--- src/rtl/spi_frame_pkg.sv ---
// rtl/spi_frame_pkg.sv - shared types and frame-length classification for the frame-length queue
package spi_frame_pkg;

    localparam int CNT_W      = 16;
    localparam int WORD_BITS  = 8;
    localparam int WORD_SHIFT = $clog2(WORD_BITS);
    localparam int MAX_BITS   = 64;

    typedef struct packed {
        logic [CNT_W-1:0]            len;
        logic [CNT_W-WORD_SHIFT-1:0] words;
        logic                        partial;
        logic                        oversize;
    } frame_entry_t;

    function automatic frame_entry_t classify_len(input logic [CNT_W-1:0] len,
                                                  input int max_bits = MAX_BITS);
        frame_entry_t e;
        e.len      = len;
        e.words    = len[CNT_W-1:WORD_SHIFT];
        e.partial  = |len[WORD_SHIFT-1:0];
        e.oversize = (int'(len) > max_bits);
        return e;
    endfunction

endpackage

--- src/rtl/sync_fifo_fwft.sv ---
// rtl/sync_fifo_fwft.sv - first-word-fall-through FIFO with wrap-bit pointers
module sync_fifo_fwft #(
    parameter int WIDTH = 8,
    parameter int DEPTH = 8
) (
    input  logic                     clk,
    input  logic                     rst_n,
    input  logic                     push,
    input  logic [WIDTH-1:0]         push_data,
    output logic                     full,
    input  logic                     pop,
    output logic                     empty,
    output logic [WIDTH-1:0]         head,
    output logic [$clog2(DEPTH):0]   level
);

    localparam int AW = $clog2(DEPTH);

    logic [WIDTH-1:0] mem [DEPTH];
    logic [AW:0]      wr_ptr;
    logic [AW:0]      rd_ptr;
    logic             pop_en;
    logic             push_en;

    assign empty   = (wr_ptr == rd_ptr);
    assign full    = (wr_ptr[AW] != rd_ptr[AW]) && (wr_ptr[AW-1:0] == rd_ptr[AW-1:0]);
    assign pop_en  = pop && !empty;
    // A full queue still takes a push when the head leaves in the same cycle.
    assign push_en = push && (!full || pop_en);
    assign head    = mem[rd_ptr[AW-1:0]];
    assign level   = wr_ptr - rd_ptr;

    always_ff @(posedge clk or negedge rst_n) begin
        if (!rst_n) begin
            wr_ptr <= '0;
            rd_ptr <= '0;
        end else begin
            if (push_en) wr_ptr <= wr_ptr + 1'b1;
            if (pop_en)  rd_ptr <= rd_ptr + 1'b1;
        end
    end

    always_ff @(posedge clk) begin
        if (push_en) mem[wr_ptr[AW-1:0]] <= push_data;
    end

endmodule

--- src/rtl/spi_frame_len_queue.sv ---
// rtl/spi_frame_len_queue.sv - classifies SPI frame lengths, queues them and keeps frame statistics
module spi_frame_len_queue
    import spi_frame_pkg::*;
#(
    parameter int DEPTH     = 8,
    parameter int CNT_W     = spi_frame_pkg::CNT_W,
    parameter int WORD_BITS = spi_frame_pkg::WORD_BITS,
    parameter int MAX_BITS  = spi_frame_pkg::MAX_BITS
) (
    input  logic                                clk,
    input  logic                                rst_n,
    input  logic [CNT_W-1:0]                    len_in,
    input  logic                                len_in_rdy,
    output logic [CNT_W-1:0]                    out_len,
    output logic [CNT_W-$clog2(WORD_BITS)-1:0]  out_words,
    output logic                                out_partial,
    output logic                                out_oversize,
    output logic                                out_valid,
    input  logic                                out_ready,
    output logic [$clog2(DEPTH):0]              level,
    input  logic                                clear_stats,
    output logic [15:0]                         frames_total,
    output logic [15:0]                         frames_empty,
    output logic [15:0]                         frames_dropped,
    output logic                                overflow
);

    frame_entry_t new_entry;
    frame_entry_t head;
    frame_entry_t held;
    frame_entry_t shown;
    logic         full;
    logic         empty;
    logic         push_req;
    logic         zero_evt;
    logic         pop_fire;
    logic         accept;
    logic         drop;

    assign push_req  = len_in_rdy && (len_in != '0);
    assign zero_evt  = len_in_rdy && (len_in == '0);
    assign pop_fire  = out_ready && !empty;
    assign accept    = push_req && (!full || pop_fire);
    assign drop      = push_req && full && !pop_fire;
    assign new_entry = classify_len(len_in, MAX_BITS);

    sync_fifo_fwft #(
        .WIDTH ($bits(frame_entry_t)),
        .DEPTH (DEPTH)
    ) u_fifo (
        .clk       (clk),
        .rst_n     (rst_n),
        .push      (push_req),
        .push_data (new_entry),
        .full      (full),
        .pop       (out_ready),
        .empty     (empty),
        .head      (head),
        .level     (level)
    );

    // Shadow of the last presented head so the outputs hold once the queue empties.
    always_ff @(posedge clk or negedge rst_n) begin
        if (!rst_n)      held <= '0;
        else if (!empty) held <= head;
    end

    assign shown        = empty ? held : head;
    assign out_valid    = !empty;
    assign out_len      = shown.len;
    assign out_words    = shown.words;
    assign out_partial  = shown.partial;
    assign out_oversize = shown.oversize;

    function automatic logic [15:0] bump(input logic [15:0] v, input logic inc);
        return (inc && v != 16'hFFFF) ? v + 16'd1 : v;
    endfunction

    // Clear applies first so an event in the clearing cycle still counts once.
    always_ff @(posedge clk or negedge rst_n) begin
        if (!rst_n) begin
            frames_total   <= '0;
            frames_empty   <= '0;
            frames_dropped <= '0;
            overflow       <= 1'b0;
        end else begin
            frames_total   <= bump(clear_stats ? 16'd0 : frames_total, accept);
            frames_empty   <= bump(clear_stats ? 16'd0 : frames_empty, zero_evt);
            frames_dropped <= bump(clear_stats ? 16'd0 : frames_dropped, drop);
            overflow       <= (overflow && !clear_stats) || drop;
        end
    end

endmodule

--- config.mk ---
export PLATFORM = sky130hd
export DESIGN_NAME = spi_frame_len_queue
export DESIGN_NICKNAME = d
export VERILOG_FILES = /design/src/rtl/spi_frame_pkg.sv /design/src/rtl/sync_fifo_fwft.sv /design/src/rtl/spi_frame_len_queue.sv
export SDC_FILE = /design/constraint.sdc
export NUM_CORES = 1
export LEC_CHECK = 0
export CORE_ASPECT_RATIO = 1.5
export CORE_MARGIN = 3
export CORE_UTILIZATION = 51
export DETAILED_ROUTE_END_ITERATION = 6
export GPL_TIMING_DRIVEN = 0
export PLACE_DENSITY = 0.77
export SLEW_MARGIN = 20
export SYNTH_ARGS = -nofsm -noshare
export SYNTH_HDL_FRONTEND = slang
export SYNTH_SLANG_ARGS = --single-unit
export TNS_END_PERCENT = 5
--- constraint.sdc ---
create_clock -name clk -period 4.13 [get_ports clk]
set_input_delay 0.826 -clock clk [delete_from_list [all_inputs] [get_ports clk]]
set_output_delay 0.826 -clock clk [all_outputs]
set_load 0.005 [all_outputs]
Yosys cells after proc, flatten, opt, wreduce, memory -nomap -nowiden. Memories as Yosys holds them, arrays and structs flattened. Index checks and enable logic that the tools add are counted.

Flip-flop bits (word level): 88. Memory bits (writable): 248. Bits of input ports: 21. Output and inout bits: 85. Word-level logic and storage cells: 53. Memories kept: 1.

Memories: u_fifo.mem (words 8, width 31, read ports 1, clocked after Yosys merged registers in 0, wr ports 1, line sync_fifo_fwft.sv:19) `logic [WIDTH-1:0] mem [DEPTH];`.

Add/sub/neg operators: 6. $lt $le $gt $ge: 1. Eq/ne operators: 6. Muxes and demuxes: 9. Reduce and logical (&&, ||, !) cells: 20.

Operators by type and width (count): $mux W16 (6); $add A16 B1 Y16 const B (3); $ne A16 B16 Y1 const B (3); $mux W31 (1); $gt A16 B7 Y1 const B (1); $logic_not A16 Y1 (1); $reduce_bool A16 Y1 (1); $logic_and A1 B1 Y1 (11); $add A4 B1 Y4 const B (2); $eq A4 B4 Y1 (1); $logic_not A1 Y1 (4); $sub A4 B4 Y4 (1); $eq A3 B3 Y1 (1); $reduce_or A3 Y1 (1); $logic_or A1 B1 Y1 (2); $mux W1 (2); $ne A1 B1 Y1 (1).

Depth between registers and ports, before layout. Gate-level depths: netlist (run 1).

Depth after elaboration: 7. Depth in mapped cells: 11. Depth with buffers taken out: 7.

Cells and area by module. A second synthesis (run 1) with hierarchy kept.

Cells, all modules: 857. Area total of the unflattened synthesis: 13875.8 µm².

By module, submodules not included: sync_fifo_fwft (instances 1, cells each 483, area each 9855.7 µm², seq. area each 7647.3 µm²); spi_frame_len_queue (instances 1, cells each 374, area each 4020.1 µm², seq. area each 2001.9 µm²).

Worst setup path after synthesis (run 1). OpenSTA, ideal clock, no wires.

Path type: flip-flop to flip-flop. From: register u_fifo.rd_ptr[2]. To: memory u_fifo.mem[0][0] in the netlist's numbering (enable). Setup time: 439 ps. Arrival: 3790 ps. Required time: 3691 ps. Slack: -99 ps. Cell stages (with the launch flop): 11. Buffers on the path: 4. Clock period less this slack: 4229 ps. Path through: dfrtp_1 > clkbuf_1 > inv_2 > clkbuf_1 > ha_1 > nand4b_1 > o21ai_0 > a21o_1 > buf_2 > buf_2 > nor4_1.

Word-level cells in the longest chain between the ends: 7. Elaborated cells on any way between the ends: 10. Those cells by class: 2 x eq/ne; 2 x mux; 6 x reduce/logical.

Ends and longest elaborated chain: start: declaration (line sync_fifo_fwft.sv:21) `logic [AW:0] rd_ptr;`; start signal: assignment (line sync_fifo_fwft.sv:39) `if (pop_en) rd_ptr <= rd_ptr + 1'b1;`; $eq A4 B4 Y1 / $eq A3 B3 Y1 (equally long branches) (line sync_fifo_fwft.sv:25, sync_fifo_fwft.sv:26); $logic_not A1 Y1 / $logic_and A1 B1 Y1 (equally long branches) (line sync_fifo_fwft.sv:27, sync_fifo_fwft.sv:26); $logic_and A1 B1 Y1 / $logic_not A1 Y1 (equally long branches) (line sync_fifo_fwft.sv:27, sync_fifo_fwft.sv:29); $logic_or A1 B1 Y1 (*) (line sync_fifo_fwft.sv:29) `assign push_en = push && (!full || pop_en);`; $logic_and A1 B1 Y1 (*) (line sync_fifo_fwft.sv:29); $mux W1 (*) (line sync_fifo_fwft.sv:44) `if (push_en) mem[wr_ptr[AW-1:0]] <= push_data;`; $mux W1 (not written as such) (*) (line sync_fifo_fwft.sv:44); end: declaration (line sync_fifo_fwft.sv:19).

Every way passes the cells marked *; elsewhere a longest branch is shown, timed or not.

Worst setup path after layout (run 1).
From: register u_fifo.rd_ptr[1]. To: output port out_words[3].

Word-level cells in the longest chain between the ends: 2. Elaborated cells on any way between the ends: 3. Those cells by class: 1 x eq/ne; 1 x mux; 1 x memory.

Ends and longest elaborated chain: $mem_v2 Z8 W31 / $eq A4 B4 Y1 (equally long branches); $mux W31 (*) (line spi_frame_len_queue.sv:68) `assign shown = empty ? held : head;`; end: declaration (line spi_frame_len_queue.sv:15) `output logic [CNT_W-$clog2(WORD_BITS)-1:0] out_words,`.

Marks and branches as above.

==> out/metrics.csv, run 1 <==
stage;metric;value;unit
clocking;htreeDepth;1;
grt;grt_pass1_vias;6719;
routing;ant_nets;0;
yosys;synth-edff-count;144;
yosys;ys_seq_area_share;66.61;%
clocking;cts_tree;built;
yosys;synth_seq_cells;232;
placed_design;routabilityCongestion;0.8698;
clocking;cts.sinks;232;
pwr;powerDensity;684.3;nW/µm²
floorplan;core_area;18700;µm²
sta;finalHoldViolCount;0;
routing;vias;6404;
clocking;clockBufferDepth;3;
sta;hold_ws;0.2978;ns
setup_path;critPathMaxFanout;10;
grt;grt_overflow;0;
grt;grt_start_max_net_pins;56;
yosys;synth_nets;693;
grt;antenna_found_initial;0;
grt;grt_pass1_wl;36.41;mm
sta;maxSlewHeadroom;45.06;%
setup_path;cp-end-kind;output pin;
yosys;yosysMostFrequentCell;edfxtp_1;
setup_path;cp.required;3.30;ns
run_status;status;finished, final reports clean;
yosys;yosysTopAreaCellShare;44.13;%
sta;slew_violations;0;
sta;setup-violations-final;0;
clocking;clk_pin_slew;0.06;ns
routing;drcViolationCount;0;
job;drv_cap;0;
placed_design;port_buffers;105;
routing;routed_wirelength;23.01;mm
finish;drive_above_1_share;16.27;%
routing;viasPerCell;5.919;
pwr;ir_worst_vdd;0.0003548;V
yosys;avgSynthCellArea;14.78;µm²
yosys;synth_cells;663;
floorplan;dieArea;20950;µm²
clocking;root_buffer;clkbuf_16;
finish;nets;844;
sta;tightest_slew;0.8165;ns
pwr;power.total;8.311;mW
clocking;cts_buffers;23;
clocking;clock_latency;0.50;ns
placed_design;hpwl;16.03;mm
grt;track_usage;21.93;%
setup_path;worst_ep_arrival_time;3.22;ns
floorplan;die_height;175.8;µm
floorplan;rows;61;
min_path;hp-class;input pin to asynchronous set/reset pin;
routing;dr.pass1.iters;5;
finish;fin_util;64.95;%
routing;wl_per_cell;21.27;µm
yosys;synth_area_leaders;edfxtp_1 44%, dfrtp_1 22%, mux4_2 8.3%;
sta;fin_tns_setup;0;ns
setup_path;critPathKind;flip-flop to output pin;
finish;fill_cells;1327;
yosys;synth_common_cells;144 x edfxtp_1, 88 x dfrtp_1, 56 x nand2_1;
yosys;yosys_warnings;0;
sta;fmax;0.2473;GHz
sta;min_period_over_period;97.92;%
floorplan;die-width;119.2;µm
setup_path;cp-start-kind;flip-flop;
yosys;netlist_area;9798;µm²
floorplan;start_util;52.40;%
yosys;synth_top_flop_cell;edfxtp_1;
yosys;synth_cell_types;53;
sta;finClkSkew;0.01297;ns
floorplan;pin_count;106;
yosys;synth_area_leader_cell;edfxtp_1;
pwr;leakagePower;4.394;nW
finish;syn2layout_area_growth;23.96;%
routing;first_iter_violations;377;
yosys;async_flop_share;37.93;%
finish;diodes;0;
sta;fin_crit;4.044;ns
==> stage by stage <==
| stage | std cells | instance area, µm² | worst slack (ns) |
|---|---|---|---|
| 2_1_floorplan | 663 | 9798 | -0.09929 |
| 3_3_place_gp | 1020 | 11160 | -2.185 |
| 3_5_place_dp | 1039 | 11360 | -0.07906 |
| 4_1_cts | 1081 | 12130 | 0.01962 |
| 5_1_grt | 1082 | 12150 | -0.02952 |
| 6_report | 1082 | 12150 | 0.08597 |
==> placed cells by master, fill, tap and decap left out, types with 4 or more instances in the layout <==
master	Yosys	final
xnor2_1	27	27
ha_1	8	8
nor4_1	14	10
clkinv_2	0	4
mux2i_1	5	5
o21a_1	28	28
nor2b_1	16	16
clkdlybuf4s50_1	0	104
buf_4	0	12
buf_2	7	14
clkbuf_1	17	15
and3_1	5	5
and4_1	5	5
clkbuf_16	0	23
or3_1	8	8
o21ai_0	7	7
o31ai_1	10	10
nor3_1	14	11
nor2_1	34	33
dfrtp_1	88	87
a21oi_1	20	20
mux4_2	36	36
buf_6	1	4
clkbuf_2	0	4
nand3_1	30	30
edfxtp_1	144	144
nand4_1	12	12
or4_1	10	10
inv_1	9	9
mux2_2	11	11
nor4_2	0	4
nand2_1	56	56
==> power breakdown <==
group,switching [mW],internal [mW]
logic,1.50,1.65
clock network,0.843,1.22
registers,0.174,2.92
==> cell families after synthesis <==
family / after synthesis / share of synthesized area, %
adders and majority gates: 9 / 1.226
muxes: 52 / 10.05
buffers and inverters: 38 / 1.622
DFF: 232 / 66.61
AOI/OAI and AO/OA: 81 / 5.938
xor gates and xnor gates: 30 / 2.682
and+or+nand+nor: 221 / 11.88
==> critical path, cell delays in order, from the launching register on <==
cell	delay, ns
dfrtp_1	0.45
clkbuf_2	0.34
inv_1	0.10
ha_1	0.35
nand4_1	0.32
buf_4	0.32
nand3_1	0.14
o21a_1	0.18
clkdlybuf4s50_1	0.51
==> final timing paths <==
path	cells after the start	to	startpoint	slack, ns
setup / recovery	8	out_words[3]	u_fifo.rd_ptr[1]	0.09
hold / removal	1	held[8]	rst_n	0.30
setup reg to reg	11	u_fifo.mem[3][22]	u_fifo.rd_ptr[1]	0.42
hold reg to reg	1	u_fifo.wr_ptr[3]	u_fifo.wr_ptr[3]	0.49
max in group asynchronous	2	u_fifo.rd_ptr[2]	rst_n	3.20
min in group clk	1	u_fifo.wr_ptr[3]	u_fifo.wr_ptr[3]	0.49
==> per-layer routing <==
metal	track usage [%]	vias up	part of all wire, %	routed length (µm)
met5	0	-	0	0
met4	5.897	0	1.8	419
met3	3.544	34	7.1	1629
met2	40.20	279	54	12450
met1	26.83	3240	37	8513
li1	-	2851	-	-
==> timing repair <==
item	4_1_cts	5_1_grt
hold buffers	0	0
setup buffers	2	1
setup endpoints to repair	43	31
gates resized for setup	8	10
pin swaps	1	1
==> cell type report <==
type	count	area, µm²	area share, %
Buffer	27	136.4	1.123
Clock buffer	29	598.1	4.924
Clock inverter	12	142.6	1.174
Inverter	10	40.04	0.3297
Multi-Input combinational cell	393	3161	26.02
Sequential cell	232	6528	53.74
Tap cell	252	315.3	2.596
Timing Repair Buffer	127	1225	10.09
==> flip-flops by register name (all words and copies together), names as in the netlist <==
register and count:
overflow 1, frames_dropped 16, u_fifo.rd_ptr 4, frames_total 16
held 31, frames_empty 16, u_fifo.mem 144, u_fifo.wr_ptr 4
No activity file was read; power rests on OpenSTA's default activity.
==> run 2: changes to the inputs <==
--- a/constraint.sdc
+++ b/constraint.sdc
@@ -3,2 +3,2 @@
 set_output_delay 0.826 -clock clk [all_outputs]
-set_load 0.005 [all_outputs]
+set_load 0.05 [all_outputs]
==> out/metrics.csv, run 2 (same netlist as run 1, synthesis figures left out) <==
stage;metric;value;unit
run_status;status;finished, final reports clean;
floorplan;die_height;175.8;µm
sta;setup_ws;0.1346;ns
setup_path;worst_ep_arrival_time;3.17;ns
finish;diodes;0;
clocking;cts.sinks;232;
job;drv_cap;0;
finish;stdcell_area;12090;µm²
finish;multi_input_area;3161;µm²
pwr;leakagePower;4.397;nW
placed_design;preCtsSetupSlack;-0.3349;ns
floorplan;core_area;18700;µm²
sta;fmax;0.2503;GHz
sta;fin_crit;3.995;ns
pwr;ir_worst_vdd;0.0003531;V
setup_path;critPathKind;flip-flop to output pin;
grt;grt_pass1_wl;36.38;mm
clocking;clockBufferDepth;3;
routing;drcViolationCount;0;
floorplan;rows;61;
sta;setup-violations-final;0;
routing;viasPerCell;5.924;
sta;maxSlewHeadroom;45.60;%
grt;track_usage;21.91;%
pwr;power.total;9.640;mW
sta;slew_violations;0;
placed_design;hpwl;16.03;mm
setup_path;rr_worst_depth;11;
placed_design;port_buffers;105;
clocking;clock_latency;0.50;ns
routing;first_iter_violations;417;
floorplan;die-width;119.2;µm
finish;fill_cells;1333;
finish;final_common_cell;edfxtp_1;
placed_design;dpl_cell_area;11360;µm²
clocking;clk_pin_slew;0.06;ns
floorplan;pin_count;106;
floorplan;dieArea;20950;µm²
routing;routed_wirelength;23.06;mm
routing;dr.pass1.iters;7;
routing;vias;6398;
sta;min_period_over_period;96.74;%
floorplan;start_util;52.40;%
setup_path;cp-end-kind;output pin;
clocking;cts_tree;built;
sta;finClkSkew;0.01414;ns
finish;nets;842;
finish;seq_area;6528;µm²
finish;layout_common_cells;144 x edfxtp_1, 87 x dfrtp_1, 72 x clkdlybuf4s50_1;
sta;tightest_slew;0.8086;ns
setup_path;critPathMaxFanout;10;
grt;antenna_found_initial;0;
clocking;root_buffer;clkbuf_16;
grt;grt_overflow;0;
clocking;htreeDepth;1;
clocking;cts_buffers;23;
routing;ant_nets;0;
min_path;hp-class;input pin to asynchronous set/reset pin;
finish;drive_above_1_share;19.69;%
finish;syn2layout_area_growth;23.37;%
placed_design;routabilityCongestion;0.8698;
grt;grt_start_max_net_pins;56;
sta;finalHoldViolCount;0;
setup_path;cp.required;3.30;ns
routing;wl_per_cell;21.35;µm
finish;largest_reg_flops;144;
setup_path;cp-start-kind;flip-flop;
sta;rsz0062_at_grt;yes;
pwr;powerDensity;797.5;nW/µm²
grt;grt_pass1_vias;6710;
## run 2: worst max-delay path, stage by stage, from the launching register on
cell and delay [ns]:
dfrtp_2 0.47, inv_2 0.24, clkbuf_2 0.34, ha_1 0.34, nand4_1 0.25, buf_1 0.43
o21a_1 0.21, clkdlybuf4s15_2 0.38
## run 2: path summary, 6_finish.rpt
path / slack, ns / to / start
hold reg to reg: 0.49 / u_fifo.wr_ptr[3] / u_fifo.wr_ptr[3]
max in group asynchronous: 3.20 / u_fifo.rd_ptr[2] / rst_n
hold / removal: 0.30 / held[8] / rst_n
min in group clk: 0.49 / u_fifo.wr_ptr[3] / u_fifo.wr_ptr[3]
setup / recovery: 0.13 / out_words[3] / u_fifo.rd_ptr[2]
setup reg to reg: 0.27 / u_fifo.mem[3][22] / u_fifo.rd_ptr[2]
## run 2: repair_timing
action | 4_1_cts | 5_1_grt
gates resized for setup | 86 | 19
hold endpoints to repair | 0 | 0
hold buffers | 0 | 0
setup endpoints to repair | 45 | 31
setup buffers | 1 | 0
pin swaps | 1 | 0
## run 2: per-layer routing
| layer | up-vias | part of all wire (%) | GRT usage (%) |
|---|---|---|---|
| li1 | 2845 | - | - |
| met1 | 3231 | 37 | 26.80 |
| met2 | 291 | 54 | 40.27 |
| met3 | 31 | 6.7 | 3.512 |
| met4 | 0 | 1.6 | 5.703 |
| met5 | - | 0 | 0 |
## run 2: per-stage QoR
step                      util (%)  instances  hold WS (ns)   TNS [ns]
after global placement       59.71       1020        0.4737    -324.14
after global routing         64.64       1080        0.3158  -0.001168
after floorplan                  -        663        0.4617     -7.149
after detailed placement     60.77       1039        0.4788     -9.684
after CTS                    64.90       1080        0.2991  -0.005965
final                        64.64       1080        0.2982          0
## run 2: area by class of cell
class | count | area share (%)
Clock inverter | 12 | 1.180
Inverter | 10 | 0.3105
Tap cell | 252 | 2.608
Sequential cell | 232 | 54.00
Clock buffer | 29 | 4.948
Timing Repair Buffer | 125 | 9.751
Buffer | 27 | 1.056
Multi-Input combinational cell | 393 | 26.15
## run 2: report_power, final
| group | switching (mW) | internal, mW | total (mW) |
|---|---|---|---|
| clock | 0.840 | 1.22 | 2.06 |
| sequential | 0.172 | 2.92 | 3.10 |
| combinational | 3.05 | 1.44 | 4.49 |
